$ cat config.mk
export PLATFORM = sky130hd
export DESIGN_NAME = movement_sequencer
export DESIGN_NICKNAME = d
export VERILOG_FILES = /design/src/rtl/movement_sequencer.sv
export SDC_FILE = /design/constraint.sdc
export NUM_CORES = 1
export LEC_CHECK = 0
export CAP_MARGIN = 20
export CORE_MARGIN = 2
export CORE_UTILIZATION = 51
export DETAILED_ROUTE_END_ITERATION = 8
export PLACE_DENSITY_LB_ADDON = 0.3
export SKIP_CTS_REPAIR_TIMING = 1
export SLEW_MARGIN = 25
export SYNTH_ARGS = -nofsm -noshare
export SYNTH_HDL_FRONTEND = slang
export SYNTH_SLANG_ARGS = --single-unit
$ cat constraint.sdc
create_clock -name vga_clock -period 3.6 [get_ports vga_clock]
set_input_delay 0.72 -clock vga_clock [delete_from_list [all_inputs] [get_ports vga_clock]]
set_output_delay 0.72 -clock vga_clock [all_outputs]
set_load 0.005 [all_outputs]
$ cat src/rtl/movement_sequencer.sv
// movement_sequencer
//   Per-frame scheduler for the movement datapath. Divides vga_clock into
//   movement ticks, then runs the horizontal mover followed by the vertical
//   mover once per tick. The mover owning the current phase gets exclusive
//   use of the single background-tile read port. Each completed pass ends
//   with a one-cycle commit strobe.
//
// Ports
//   vga_clock, reset          : clock, synchronous active-high reset
//   h_start / h_done          : horizontal mover handshake
//   v_start / v_done          : vertical mover handshake
//   h_req, h_row, h_col       : horizontal tile lookup request
//   v_req, v_row, v_col       : vertical tile lookup request
//   h_gnt, v_gnt             : lookup accepted this cycle (combinational)
//   tile_row, tile_col        : address presented to the background array
//   tile_data                 : combinational background read data
//   rsp_valid_h, rsp_valid_v  : lookup response valid (one cycle after grant)
//   rsp_data                  : registered tile code (BDR when out of range)
//   frame_tick                : one-cycle movement tick
//   commit                    : one-cycle pulse, pass complete
//   busy                      : a pass is in progress
//   timeout_err, overrun      : sticky error flags
//   dropped_ticks             : saturating count of ticks dropped while busy
module movement_sequencer #(
  parameter int unsigned TICK_DIVISOR = 416667,
  parameter int unsigned TIMEOUT      = 64,
  parameter int unsigned ROWS         = 12,
  parameter int unsigned COLS         = 17,
  parameter logic [7:0]  BDR          = 8'd0
) (
  input  logic       vga_clock,
  input  logic       reset,
  output logic       h_start,
  input  logic       h_done,
  output logic       v_start,
  input  logic       v_done,
  input  logic       h_req,
  input  logic [3:0] h_row,
  input  logic [4:0] h_col,
  input  logic       v_req,
  input  logic [3:0] v_row,
  input  logic [4:0] v_col,
  output logic       h_gnt,
  output logic       v_gnt,
  output logic [3:0] tile_row,
  output logic [4:0] tile_col,
  input  logic [7:0] tile_data,
  output logic       rsp_valid_h,
  output logic       rsp_valid_v,
  output logic [7:0] rsp_data,
  output logic       frame_tick,
  output logic       commit,
  output logic       busy,
  output logic       timeout_err,
  output logic       overrun,
  output logic [7:0] dropped_ticks
);

  localparam int unsigned TICK_W = (TICK_DIVISOR > 2) ? $clog2(TICK_DIVISOR) : 1;
  localparam int unsigned TO_W   = (TIMEOUT > 2) ? $clog2(TIMEOUT) : 1;

  localparam logic [TICK_W-1:0] TICK_LAST = TICK_W'(TICK_DIVISOR - 1);
  localparam logic [TO_W-1:0]   TO_LAST   = TO_W'(TIMEOUT - 1);

  typedef enum logic [1:0] {
    IDLE   = 2'd0,
    H_WAIT = 2'd1,
    V_WAIT = 2'd2
  } state_t;

  state_t            state, state_next;
  logic [TICK_W-1:0] tick_cnt;
  logic [TO_W-1:0]   phase_cnt;
  logic              phase_last;
  logic              h_end, v_end;
  logic              commit_q;
  logic              rsp_valid_h_q, rsp_valid_v_q;
  logic [7:0]        rsp_data_q;
  logic              timeout_q, overrun_q;
  logic [7:0]        dropped_q;
  logic              addr_oob;
  logic              tick_dropped;

  // ---------------------------------------------------------------------
  // Tick divider
  // ---------------------------------------------------------------------
  always_ff @(posedge vga_clock) begin
    if (reset) begin
      tick_cnt <= '0;
    end else if (tick_cnt == TICK_LAST) begin
      tick_cnt <= '0;
    end else begin
      tick_cnt <= tick_cnt + 1'b1;
    end
  end

  assign frame_tick = (tick_cnt == TICK_LAST);

  // ---------------------------------------------------------------------
  // Phase end detection: a done, or the phase counter reaching its limit.
  // Done inputs are only meaningful in their own phase.
  // ---------------------------------------------------------------------
  assign phase_last = (phase_cnt == TO_LAST);
  assign h_end      = (state == H_WAIT) && (h_done || phase_last);
  assign v_end      = (state == V_WAIT) && (v_done || phase_last);

  // ---------------------------------------------------------------------
  // FSM: state register
  // ---------------------------------------------------------------------
  always_ff @(posedge vga_clock) begin
    if (reset) begin
      state <= IDLE;
    end else begin
      state <= state_next;
    end
  end

  // ---------------------------------------------------------------------
  // FSM: next-state logic
  // ---------------------------------------------------------------------
  always_comb begin
    state_next = state;
    unique case (state)
      IDLE:    if (frame_tick) state_next = H_WAIT;
      H_WAIT:  if (h_end)      state_next = V_WAIT;
      V_WAIT:  if (v_end)      state_next = IDLE;
      default:                 state_next = IDLE;
    endcase
  end

  // ---------------------------------------------------------------------
  // FSM: outputs. The phase counter is zero only on the first cycle of a
  // phase, so it doubles as the start-pulse qualifier.
  // ---------------------------------------------------------------------
  always_comb begin
    h_start  = 1'b0;
    v_start  = 1'b0;
    h_gnt    = 1'b0;
    v_gnt    = 1'b0;
    tile_row = '0;
    tile_col = '0;
    busy     = (state != IDLE);
    unique case (state)
      H_WAIT: begin
        h_start  = (phase_cnt == '0);
        h_gnt    = h_req;
        tile_row = h_row;
        tile_col = h_col;
      end
      V_WAIT: begin
        v_start  = (phase_cnt == '0);
        v_gnt    = v_req;
        tile_row = v_row;
        tile_col = v_col;
      end
      default: ;
    endcase
  end

  // ---------------------------------------------------------------------
  // Phase counter: cleared on every state change, counts while in a phase.
  // ---------------------------------------------------------------------
  always_ff @(posedge vga_clock) begin
    if (reset) begin
      phase_cnt <= '0;
    end else if (state_next != state) begin
      phase_cnt <= '0;
    end else if (state != IDLE) begin
      phase_cnt <= phase_cnt + 1'b1;
    end
  end

  // ---------------------------------------------------------------------
  // Commit strobe: lands on the first IDLE cycle after V_WAIT.
  // ---------------------------------------------------------------------
  always_ff @(posedge vga_clock) begin
    if (reset) begin
      commit_q <= 1'b0;
    end else begin
      commit_q <= v_end;
    end
  end

  assign commit = commit_q;

  // ---------------------------------------------------------------------
  // Tile lookup response. The address mux already follows the owner, so the
  // response is captured from tile_row/tile_col whichever mover was granted.
  // Valid is tied to the grant that was live at the capture edge, so a grant
  // on the last phase cycle still answers after the state moves on.
  // ---------------------------------------------------------------------
  assign addr_oob = (32'(tile_row) >= ROWS) || (32'(tile_col) >= COLS);

  always_ff @(posedge vga_clock) begin
    if (reset) begin
      rsp_valid_h_q <= 1'b0;
      rsp_valid_v_q <= 1'b0;
      rsp_data_q    <= '0;
    end else begin
      rsp_valid_h_q <= h_gnt;
      rsp_valid_v_q <= v_gnt;
      if (h_gnt || v_gnt) begin
        rsp_data_q <= addr_oob ? BDR : tile_data;
      end
    end
  end

  assign rsp_valid_h = rsp_valid_h_q;
  assign rsp_valid_v = rsp_valid_v_q;
  assign rsp_data    = rsp_data_q;

  // ---------------------------------------------------------------------
  // Error bookkeeping. A tick seen outside IDLE is discarded, including the
  // cycle on which V_WAIT is being left.
  // ---------------------------------------------------------------------
  assign tick_dropped = frame_tick && (state != IDLE);

  always_ff @(posedge vga_clock) begin
    if (reset) begin
      timeout_q <= 1'b0;
      overrun_q <= 1'b0;
      dropped_q <= '0;
    end else begin
      if (((state == H_WAIT) && !h_done && phase_last) ||
          ((state == V_WAIT) && !v_done && phase_last)) begin
        timeout_q <= 1'b1;
      end
      if (tick_dropped) begin
        overrun_q <= 1'b1;
        if (dropped_q != '1) begin
          dropped_q <= dropped_q + 1'b1;
        end
      end
    end
  end

  assign timeout_err   = timeout_q;
  assign overrun       = overrun_q;
  assign dropped_ticks = dropped_q;

endmodule

## After elaboration in Yosys (flattened, before gate mapping)

Index checks and enable logic that the tools add are counted.

| storage, ports and cells | value |
|---|---|
| input port bits | 32 |
| register bits after elaboration | 48 |

| cells by class | value |
|---|---|
| $add $sub $neg | 3 |
| muxes and demuxes | 11 |
| reduce and logical (&&, ||, !) cells | 20 |
| magnitude comparators | 2 |
| equality and inequality tests | 6 |

Operators with widths:

| cell | count |
|---|---|
| $add 19x1->19 const B | 1 |
| $eq 19x19->1 const B | 1 |
| $pmux 5 s2 | 1 |
| $add 8x1->8 const B | 1 |
| $mux 8 | 1 |
| $ne 8x8->1 const B | 1 |
| $pmux 4 s2 | 1 |
| $logic_and 1x1->1 | 7 |
| $add 6x1->6 const B | 1 |
| $eq 6x6->1 const B | 1 |
| $logic_not 6->1 | 1 |
| $mux 2 | 3 |
| $pmux 2 s3 | 1 |
| $ge 5x5->1 const B | 1 |
| $logic_or 1x1->1 | 5 |
| $ge 4x4->1 const B | 1 |
| $mux 1 | 4 |
| $reduce_or 2->1 | 2 |
| $eq 2x1->1 const B | 1 |
| $eq 2x2->1 const B | 1 |
| $logic_not 1->1 | 2 |
| $logic_not 2->1 | 1 |
| $ne 2x2->1 | 1 |
| $reduce_and 2->1 | 1 |
| $reduce_bool 2->1 | 1 |

## Logic depth before layout (Yosys ltp)

Gate-level depths: netlist of the first run.

| depth | value |
|---|---|
| word-level depth | 7 |
| mapped depth | 8 |
| gate-level depth less buffers | 7 |

## Worst setup path before layout of the first run

No wires, ideal clock.

| path | value |
|---|---|
| path kind | reg-to-output |
| start | register tick_cnt[0] |
| end | output frame_tick |
| slack | 1526 ps |
| cell stages (with the launch flop) | 7 |
| data arrival time | 1354 ps |
| data required time | 2880 ps |
| cell sequence | dfxtp_1 inv_1 ha_1 or4b_4 nor2_1 and3b_1 buf_2 |

| between the ends | value |
|---|---|
| word-level cells in the longest chain between the ends | 1 |

Ends and longest elaborated chain:

| item | line | source |
|---|---|---|
| start, declared | 72 | `logic [TICK_W-1:0] tick_cnt;` |
| start signal, assigned | 93 | `tick_cnt <= tick_cnt + 1'b1;` |
| $eq 19x19->1 | 97 | `assign frame_tick = (tick_cnt == TICK_LAST);` |
| end, declared | 51 | `output logic frame_tick,` |

No other way between the ends.

## Worst setup path after layout of the first run

Ends and elaborated chain as after synthesis.

==> results by group, run 1 <==
Status
  – Run status: completed

Power and ir drop
  – Share of total power consumed by net switching: 20.36%
  – Combinational fraction of design power: around 5.8%
  – Max VDD drop: 0.2367 mV
  – Sequential Power Share: 57.8%
  – Power per cell area: 293.6 nW/um2
  – Part of the power in the clock network: between 30% and 40%
  – Total power: between 0.9 and 1 mW
  – Leakage dissipation: 1.149 nW
  – Internal Power: 0.7396 mW
  – Switching Power: about 0.19 mW

Drt
  – Total length of routed wires: between 5000 and 6000 um
  – Number of vias after detailed routing: 2,177
  – Number of iterations in the first detailed-routing pass: 4
  – Count of nets left with antenna violations after detail routing: 0
  – Met1 WL: 2384 um
  – Total length of routed met2 wires: about 2700 um
  – Detailed-route vias per instance: between 5 and 6
  – DRC: 0
  – Routed wire length per instance: 14.23 um
  – Violation count after the first detailed-route iteration: 87
  – Metal3 WL: 355 um
  – Top Layer Used: met4

Clock network
  – Buffer levels on the longest clock path: 2
  – CTS root buffer: sky130_fd_sc_hd__clkbuf_8
  – Later-pin clock latency in the skew report: 0.30 ns
  – Num Clock Sinks: between 40 and 50
  – Number of buffers created by CTS: 5
  – CTS clock-pin slew for the worst setup and hold paths: 0.08 ns
  – Maximum level of the CTS H-tree: 2
  – Clock tree from TritonCTS: built

Floorplanning
  – Die Footprint: 5221 um2
  – IO Pins: 68
  – Core Region: 4414 um2
  – Horiz. Die Dim: 72.26 um
  – Height of the die: approximately 72 um
  – Starting utilization of the core area: 53.83%
  – Row cnt: 24

Synthesis
  – Distinct cell type count of the synthesized netlist: 50
  – Number of warnings issued by yosys: 0
  – Mapped Nets: 312
  – Post-synthesis sequential area ratio: 40.44%
  – Cells after Synth: 271
  – Dominant register cell in the synthesized netlist: sky130_fd_sc_hd__dfxtp_1
  – Async set-reset flop share out of synthesis: 0%
  – Yosys top cell area share: between 40% and 50%
  – Synth Register Bits: 48
  – Number of enable-type register cells in the synthesized netlist: 0
  – Post-synthesis cell area: 2376 um2
  – Syn avg cell area: between 8 and 9 um2
  – Largest cells by area after synthesis: sky130_fd_sc_hd__dfxtp_1 40%, sky130_fd_sc_hd__nor2_1 7.6%, sky130_fd_sc_hd__xnor2_1 4.8%
  – Synth area leader: sky130_fd_sc_hd__dfxtp_1

Final layout
  – Sequential cell area: 960.9 um2
  – Final-layout fill cell count: 350
  – Most common library cell in the layout ignoring fill and taps: sky130_fd_sc_hd__clkdlybuf4s50_1
  – Number of nets at the end of the flow: between 300 and 400
  – Total area of multi-input combinational cells: ~1300 um2
  – Share of post-route cells with drive strength above 1: 5.605%
  – Final design area excluding fillers: 3163 um2
  – Layout overhead on the synthesized area: 33.12%
  – Commonest cells after routing, fill and taps aside: 67 x sky130_fd_sc_hd__clkdlybuf4s50_1, 48 x sky130_fd_sc_hd__nor2_1, 48 x sky130_fd_sc_hd__dfxtp_1, 15 x sky130_fd_sc_hd__nand3_1, 14 x sky130_fd_sc_hd__nand2_1
  – Inserted Diodes: 0

Placement
  – Placement Cell Area: 3067 um2
  – Port-buffer cells: 67
  – Global placement routability congestion: 0.8181
  – HPWL after detailed placement: 4175 um

Timing
  – Worst slew margin relative to its limit: a little under two fifths
  – Fin crit share: 84.74%
  – Final worst hold slack: roughly 0.47 ns
  – Fin. Hold Viols: 0
  – Number of pins with negative max-slew slack in the final report: 0
  – Setup TNS: 0 ns
  – Measured slew at the worst slew-check pin: 0.9205 ns
  – Max Freq: 327.8 MHz
  – Largest clock skew in the final design: 0.005286 ns
  – Unrepaired setup endpoints after global routing: false
  – Final setup fails: 0
  – Minimum clock period: approximately 3.1 ns

GRT
  – Vias in the first global route: 2,087
  – Grt ovf: 0
  – Maximum number of pins on one net before global-route repair: 20
  – Wire length of the first global-routing pass: a little over 9000 um
  – GRT Util Overall: 22.22%
  – Number of antenna violations at the first check in global routing: 0

Critical path
  – Startpoint class of the critical path: register
  – Worst Path Arrival: 2.33 ns
  – Critical path start-end classification: reg2out
  – Max FO, Critical Path: 6
  – CP Data Required Time: 2.88 ns
  – Worst setup EP type: output pin

Run
  – Max-cap check violation count: 0

Hold path
  – Class of the worst hold path: reg2reg
[cell usage after synthesis (all sizes together), types with 8 or more instances]
master  count
ha          9
inv        13
a22o        8
a21oi      10
nand2      15
nor3       14
nand3      16
xor2       12
dfxtp      48
nor2       48
xnor2      13
a22oi       9
[kinds of logic after synthesis]
| family | synth area share [%] |
|---|---|
| AO/OA/AOI/OAI | 12.74 |
| XOR/XNOR | 9.215 |
| adder cells (fa/ha/maj) | 4.739 |
| buffers and inverters | 4.424 |
| flip-flops | 40.44 |
| multiplexers | 0.4213 |
| AND/OR/NAND/NOR | 28.02 |
[stage by stage]
step           utilization, %  instances  setup WS [ns]
2_1_floorplan               -        271          1.526
3_3_place_gp            69.47        384         0.9162
3_5_place_dp            69.47        384         0.8867
4_1_cts                 71.66        391         0.5503
5_1_grt                 71.66        391         0.4131
6_report                71.66        391         0.5492
[area by class of cell]
type | instances | area share (%)
multi-input cells | 202 | 41.42
clock buffers | 7 | 3.046
well taps | 52 | 2.057
inverters | 14 | 1.661
flip-flops and latches | 48 | 30.38
repair buffers | 68 | 21.44
[power groups by stage]
| stage | Combinational [mW] | Clock (mW) | Sequential [mW] |
|---|---|---|---|
| global route | 0.0587 | 0.365 | 0.537 |
| CTS | 0.0541 | 0.346 | 0.537 |
| detailed placement | 0.0537 | 0 | 0.549 |
| floorplan | 0.0170 | 0 | 0.548 |
| global placement | 0.0527 | 0 | 0.549 |
| finish | 0.0538 | 0.338 | 0.537 |
[flip-flops by register name, indices dropped and copies added, names as in the netlist]
name           count
commit             1
rsp_data           8
tick_cnt          19
rsp_valid_v        1
rsp_valid_h        1
timeout_err        1
dropped_ticks      8
state              2
overrun            1
phase_cnt          6
[worst paths after layout]
check,depth (start not counted),end,start,slack [ns]
worst max-delay path,6,frame_tick,tick_cnt[0],0.55
worst min-delay path,2,overrun,overrun,0.47
worst max register to register,7,phase_cnt[0],state[0],1.27
worst min register to register,2,overrun,overrun,0.47
[worst max-delay path, cell delays in order, from the launching register on]
cell and delay [ns]:
sky130_fd_sc_hd__dfxtp_1 0.35, sky130_fd_sc_hd__inv_1 0.07, sky130_fd_sc_hd__ha_1 0.14, sky130_fd_sc_hd__or4b_4 0.49, sky130_fd_sc_hd__nor2_1 0.11, sky130_fd_sc_hd__and3b_1 0.28
sky130_fd_sc_hd__clkdlybuf4s50_1 0.59
[per-layer routing]
layer | up-vias | GRT usage, %
met5 | - | 0
met4 | 0 | 8.386
met3 | 11 | 5.833
met2 | 58 | 39.14
met1 | 1017 | 25.72
li1 | 1091 | -
Note: power is estimated with default switching activity, not from simulation.
==> run 2: changes to the inputs <==
Settings changed: CORE_UTILIZATION 51 to 47.
Clock period 3.6 ns to 2.9 ns, I/O delays scaled along.
==> results by group, run 2 (synthesis gave the netlist of run 1 again) <==
Power and ir drop
  – Leakage dissipation: 1.172 nW (was 1.149 nW)
  – Max VDD drop: 0.3354 mV (was 0.2367 mV)
  – Power per cell area: 388.0 nW/um2 (was 293.6 nW/um2)

Floorplanning
  – Row cnt: 25 (was 24)
  – Horiz. Die Dim: 75.10 um (was 72.26 um)
  – Core Region: 4786 um2 (was 4414 um2)
  – Height of the die: 75.10 um (was 72.26 um)
  – Die Footprint: 5640 um2 (was 5221 um2)
  – Starting utilization of the core area: 49.65% (was 53.83%)
  – IO Pins: 68 (unchanged)

Placement
  – HPWL after detailed placement: 4231 um (was 4175 um)
  – Placement Cell Area: 3093 um2 (was 3067 um2)
  – Global placement routability congestion: 0.8452 (was 0.8181)
  – Port-buffer cells: 67 (unchanged)
  – DP Cell Count: 400 (was 384)

Final layout
  – Share of post-route cells with drive strength above 1: 7.018% (was 5.605%)
  – Layout overhead on the synthesized area: 35.97% (was 33.12%)
  – Final design area excluding fillers: 3231 um2 (was 3163 um2)
  – Count of placed standard cells in the final layout, fillers left out: 409 (was 391)
  – Commonest cells after routing, fill and taps aside: 67 x sky130_fd_sc_hd__clkdlybuf4s50_1, 48 x sky130_fd_sc_hd__nor2_1, 48 x sky130_fd_sc_hd__dfxtp_1, 15 x sky130_fd_sc_hd__nand3_1, 14 x sky130_fd_sc_hd__nand2_1 (unchanged)
  – Register containing the most flip-flops in the final layout: tick_cnt (unchanged)
  – Most common library cell in the layout ignoring fill and taps: sky130_fd_sc_hd__clkdlybuf4s50_1 (unchanged)
  – Inserted Diodes: 0 (unchanged)
  – Largest register FFs: 19 (unchanged)
  – Final-layout fill cell count: 393 (was 350)
  – Number of nets at the end of the flow: 382 (was 380)

Drt
  – Number of vias after detailed routing: 2,157 (was 2,177)
  – Routed wire length per instance: 13.72 um (was 14.23 um)
  – Total length of routed wires: 5611 um (was 5565 um)
  – Count of nets left with antenna violations after detail routing: 0 (unchanged)
  – DRC: 0 (unchanged)
  – Detailed-route vias per instance: 5.274 (was 5.568)
  – Violation count after the first detailed-route iteration: 92 (was 87)
  – Number of iterations in the first detailed-routing pass: 4 (unchanged)

Timing
  – Unrepaired setup endpoints after global routing: false (unchanged)
  – Largest clock skew in the final design: 0.009396 ns (was 0.005286 ns)
  – Fin. Hold Viols: 0 (unchanged)
  – Setup TNS: 0 ns (unchanged)
  – Worst slew margin relative to its limit: 40.23% (was 38.16%)
  – Measured slew at the worst slew-check pin: 0.8897 ns (was 0.9205 ns)
  – Final setup fails: 0 (unchanged)
  – Fin crit share: 95.86%
  – Max Freq: 359.7 MHz
  – Number of pins with negative max-slew slack in the final report: 0 (unchanged)
  – Minimum clock period: 2.780 ns
  – Final worst hold slack: 0.4753 ns (was 0.4736 ns)

Status
  – Run status: completed (unchanged)

Critical path
  – Max FO, Critical Path: 5 (was 6)
  – Worst setup EP type: output pin (unchanged)
  – Critical path start-end classification: reg2out (unchanged)
  – Startpoint class of the critical path: register (unchanged)
  – CP Data Required Time: 2.32 ns (was 2.88 ns)
  – Worst Path Arrival: 2.20 ns (was 2.33 ns)

Clock network
  – Num Clock Sinks: 48 (unchanged)
  – CTS root buffer: sky130_fd_sc_hd__clkbuf_8 (unchanged)
  – Buffer levels on the longest clock path: 2 (unchanged)
  – Maximum level of the CTS H-tree: 2 (unchanged)
  – Later-pin clock latency in the skew report: 0.30 ns (about the same)
  – Clock tree from TritonCTS: built (unchanged)
  – Number of buffers created by CTS: 5 (unchanged)
  – CTS clock-pin slew for the worst setup and hold paths: 0.09 ns (was 0.08 ns)

GRT
  – Maximum number of pins on one net before global-route repair: 20 (unchanged)
  – GRT Util Overall: 20.34% (was 22.22%)
  – Wire length of the first global-routing pass: 8990 um (was 9204 um)
  – Number of antenna violations at the first check in global routing: 0 (unchanged)
  – Grt ovf: 0 (unchanged)
  – Vias in the first global route: 1,967 (was 2,087)

Run
  – Max-cap check violation count: 0 (unchanged)

Hold path
  – Class of the worst hold path: reg2reg (unchanged)
[run 2: changes by cell type in the layout (fill, tap and decap cells not counted)]
cell	previous run	this run
sky130_fd_sc_hd__and3b_1	1	0
sky130_fd_sc_hd__and3b_2	0	1
sky130_fd_sc_hd__buf_4	1	3
sky130_fd_sc_hd__bufinv_16	0	1
sky130_fd_sc_hd__ha_1	9	8
sky130_fd_sc_hd__ha_2	0	1
[run 2: cell type report]
| cell class | count | area, um2 | area share [%] |
|---|---|---|---|
| clock buffer | 7 | 96.34 | 2.982 |
| timing repair buffer | 70 | 693.2 | 21.46 |
| clock inverter | 1 | 30.03 | 0.9295 |
| multi-input combinational | 202 | 1314 | 40.67 |
| inverter | 14 | 52.55 | 1.627 |
| tap | 67 | 83.83 | 2.595 |
| sequential | 48 | 960.9 | 29.74 |
[run 2: final timing paths]
| check | startpoint | end | slack, ns | cells after the start |
|---|---|---|---|---|
| max | tick_cnt[0] | frame_tick | 0.12 | 6 |
| max reg2reg | state[0] | phase_cnt[0] | 0.58 | 7 |
| min | timeout_err | timeout_err | 0.48 | 2 |
| min reg2reg | timeout_err | timeout_err | 0.48 | 2 |
[run 2: critical path, cell delays in order, from the launching register on]
cell                              delay, ns
sky130_fd_sc_hd__dfxtp_1               0.35
sky130_fd_sc_hd__inv_1                 0.07
sky130_fd_sc_hd__ha_1                  0.12
sky130_fd_sc_hd__or4b_4                0.49
sky130_fd_sc_hd__nor2_1                0.12
sky130_fd_sc_hd__and3b_2               0.23
sky130_fd_sc_hd__clkdlybuf4s50_1       0.53
[run 2: routing by layer]
metal / wire (um) / global-route usage [%] / up-vias
li1: - / - / 1095
met1: 2565 / 26.88 / 1014
met2: 2724 / 33.43 / 44
met3: 271 / 4.819 / 4
met4: 50 / 5.357 / 0
met5: 0 / 0 / -
[run 2: through the flow]
stage | power [mW] | util, % | setup WS, ns
6_report | 1.254 | 67.50 | 0.1200
3_3_place_gp | 0.7474 | 64.63 | 0.4046
2_1_floorplan | 0.7020 | - | 0.9473
5_1_grt | 1.297 | 67.50 | 0.004482
4_1_cts | 1.267 | 67.27 | 0.02913
3_5_place_dp | 0.7495 | 64.63 | 0.3671
[run 2: power breakdown]
part           internal [mW]  switching [mW]
clock network          0.304           0.216
logic                 0.0447          0.0227
registers              0.662         0.00438
total                   1.01           0.243
==> run 3: changes to the inputs <==
Clock period 2.9 ns to 2.7 ns, I/O delays scaled along.
==> results by group, run 3 (synthesis gave the netlist of run 1 again) <==
Timing
  – Final setup fails: 0 (unchanged)
  – Max Freq: 391.5 MHz
  – Final worst hold slack: 0.4818 ns (was 0.4753 ns)
  – Minimum clock period: approximately 2.6 ns
  – Worst slew margin relative to its limit: 40.52% (was 40.23%)
  – Number of pins with negative max-slew slack in the final report: 0 (unchanged)
  – Largest clock skew in the final design: 0.003864 ns (was 0.009396 ns)
  – Unrepaired setup endpoints after global routing: true (was false)
  – Fin. Hold Viols: 0 (unchanged)
  – Measured slew at the worst slew-check pin: 0.8854 ns (was 0.8897 ns)
  – Fin crit share: a little over nine tenths

Placement
  – Global placement routability congestion: 0.8077 (was 0.8452)
  – HPWL after detailed placement: 4235 um (was 4231 um)
  – Port-buffer cells: 67 (unchanged)
  – DP Cell Count: 401 (was 400)

Final layout
  – Inserted Diodes: 0 (unchanged)
  – Total area of multi-input combinational cells: 1328 um2 (was 1314 um2)
  – Most common library cell in the layout ignoring fill and taps: sky130_fd_sc_hd__clkdlybuf4s50_1 (unchanged)
  – Largest register FFs: 19 (unchanged)
  – Count of placed standard cells in the final layout, fillers left out: 410 (was 409)
  – Sequential cell area: 960.9 um2 (unchanged)
  – Layout overhead on the synthesized area: 35.49% (was 35.97%)
  – Share of post-route cells with drive strength above 1: 7.289% (was 7.018%)
  – Commonest cells after routing, fill and taps aside: 66 x sky130_fd_sc_hd__clkdlybuf4s50_1, 48 x sky130_fd_sc_hd__nor2_1, 48 x sky130_fd_sc_hd__dfxtp_1, 15 x sky130_fd_sc_hd__nand3_1, 14 x sky130_fd_sc_hd__nand2_1 (was 67 x sky130_fd_sc_hd__clkdlybuf4s50_1, 48 x sky130_fd_sc_hd__nor2_1, 48 x sky130_fd_sc_hd__dfxtp_1, 15 x sky130_fd_sc_hd__nand3_1, 14 x sky130_fd_sc_hd__nand2_1)
  – Number of nets at the end of the flow: 383 (was 382)
  – Register containing the most flip-flops in the final layout: tick_cnt (unchanged)
  – Final-layout fill cell count: 402 (was 393)
  – Utilization after layout: 67.27% (was 67.50%)

GRT
  – Grt ovf: 0 (unchanged)
  – Peak-usage layer in the global routing report: met2 (unchanged)
  – Wire length of the first global-routing pass: 8859 um (was 8990 um)
  – GRT Util Overall: 20.42% (was 20.34%)
  – Met3 Use GR: 4.150% (was 4.819%)
  – Vias in the first global route: 1,967 (unchanged)
  – Met2 capacity usage during global routing: 34.31% (was 33.43%)
  – Maximum number of pins on one net before global-route repair: 20 (unchanged)
  – Number of antenna violations at the first check in global routing: 0 (unchanged)
  – Met1 demand-to-capacity share in global routing: 25.83% (was 26.88%)

Clock network
  – Buffer levels on the longest clock path: 2 (unchanged)
  – Num Clock Sinks: 48 (unchanged)
  – Clock tree from TritonCTS: built (unchanged)
  – CTS clock-pin slew for the worst setup and hold paths: 0.08 ns (was 0.09 ns)
  – Maximum level of the CTS H-tree: 2 (unchanged)
  – CTS root buffer: sky130_fd_sc_hd__clkbuf_8 (unchanged)
  – Number of buffers created by CTS: 5 (unchanged)
  – Later-pin clock latency in the skew report: 0.29 ns (was 0.30 ns)

Drt
  – Total length of routed wires: 5664 um (was 5611 um)
  – Number of iterations in the first detailed-routing pass: 5 (was 4)
  – Violation count after the first detailed-route iteration: 48 (was 92)
  – DRC: 0 (unchanged)
  – Detailed-route vias per instance: 5.266 (was 5.274)
  – Number of vias after detailed routing: 2,159 (was 2,157)
  – Count of nets left with antenna violations after detail routing: 0 (unchanged)
  – Routed wire length per instance: 13.81 um (was 13.72 um)

Hold path
  – End of the worst hold path: rsp_data[7] (was timeout_err)
  – Hold Startpoint: rsp_data[7] (was timeout_err)
  – Class of the worst hold path: reg2reg (unchanged)
  – Hold path depth: 1 (was 2)

Power and ir drop
  – Total power: 1.213 mW (was 1.254 mW)
  – Max VDD drop: 0.2659 mV (was 0.3354 mV)
  – Leakage dissipation: 1.172 nW (about the same)
  – Power per cell area: 376.8 nW/um2 (was 388.0 nW/um2)

Critical path
  – Sequence of cells on the critical path: inv_1 -> ha_2 -> a22oi_1 -> nor2_1 -> clkdlybuf4s50_1 (was inv_1 -> ha_1 -> or4b_4 -> nor2_1 -> and3b_2 -> clkdlybuf4s50_1)
  – RR Startpoint: state[0] (unchanged)
  – Worst setup path startpoint: state[1] (was tick_cnt[0])
  – Number of cells on the worst reg-to-reg path: 7 (unchanged)
  – R2R setup slack: 0.42 ns (was 0.58 ns)
  – Startpoint class of the critical path: register (unchanged)
  – Highest-delay cell along the critical path: sky130_fd_sc_hd__clkdlybuf4s50_1 (unchanged)
  – Max stage delay on crit path: 0.54 ns (was 0.53 ns)
  – Worst setup EP type: output pin (unchanged)
  – Buffer and inverter count on the worst path: 2 (unchanged)
  – Family with the most delay on the worst path: buffers and inverters (was simple AND/OR/NAND/NOR gates)
  – Max FO, Critical Path: 16 (was 5)
  – Worst Path Arrival: 2.01 ns (was 2.20 ns)
  – Critical path start-end classification: reg2out (unchanged)
  – Worst reg2reg endpoint: phase_cnt[0] (unchanged)
  – CP Data Required Time: 2.16 ns (was 2.32 ns)

Floorplanning
  – Height of the die: 75.10 um (unchanged)
  – Core Region: 4786 um2 (unchanged)
  – Die Footprint: 5640 um2 (unchanged)
  – Horiz. Die Dim: 75.10 um (unchanged)
  – Starting utilization of the core area: 49.65% (unchanged)
  – Row cnt: 25 (unchanged)
  – IO Pins: 68 (unchanged)

Run
  – Max-cap check violation count: 0 (unchanged)

Status
  – Run status: completed (unchanged)
run 3: worst max-delay path by stage:
| stage | endpoint | slack (ns) | cells after the start |
|---|---|---|---|
| 3_3_place_gp | frame_tick | 0.36 | 6 |
| 2_1_floorplan | rsp_data[0] | 0.75 | 8 |
| 3_5_place_dp | tile_col[2] | 0.32 | 5 |
| 5_1_grt | tile_col[1] | -0.01 | 5 |
| 6_report | tile_col[2] | 0.15 | 5 |
| 4_1_cts | tile_col[2] | -0.006 | 5 |
run 3: cell type report:
type                            instances  area share [%]
Clock buffer                            8           2.798
Inverter                               14           1.749
Multi-Input combinational cell        202           41.24
Sequential cell                        48           29.85
Tap cell                               67           2.604
Timing Repair Buffer                   70           21.61
Timing Repair inverter                  1          0.1555
run 3: per-stage QoR:
step,setup TNS [ns],area (um2),setup slack [ns]
after floorplan,0,2376,0.7473
after global placement,0,3100,0.3559
after detailed placement,0,3100,0.3192
after CTS,-0.005713,3191,-0.005713
after global routing,-0.01209,3219,-0.01209
final,0,3219,0.1459
run 3: where the power goes:
group | internal, mW | leakage [nW] | switching (mW) | total (mW)
clock network | 0.209 | 0.0455 | 0.218 | 0.427
logic | 0.0471 | 0.739 | 0.0242 | 0.0713
registers | 0.711 | 0.387 | 0.00424 | 0.715
total | 0.967 | 1.17 | 0.246 | 1.21
run 3: metal layers:
| metal | up-vias | wire length [um] |
|---|---|---|
| li1 | 1097 | - |
| met1 | 1003 | 2490 |
| met2 | 51 | 2788 |
| met5 | - | 0 |
| met4 | 0 | 93 |
| met3 | 8 | 292 |
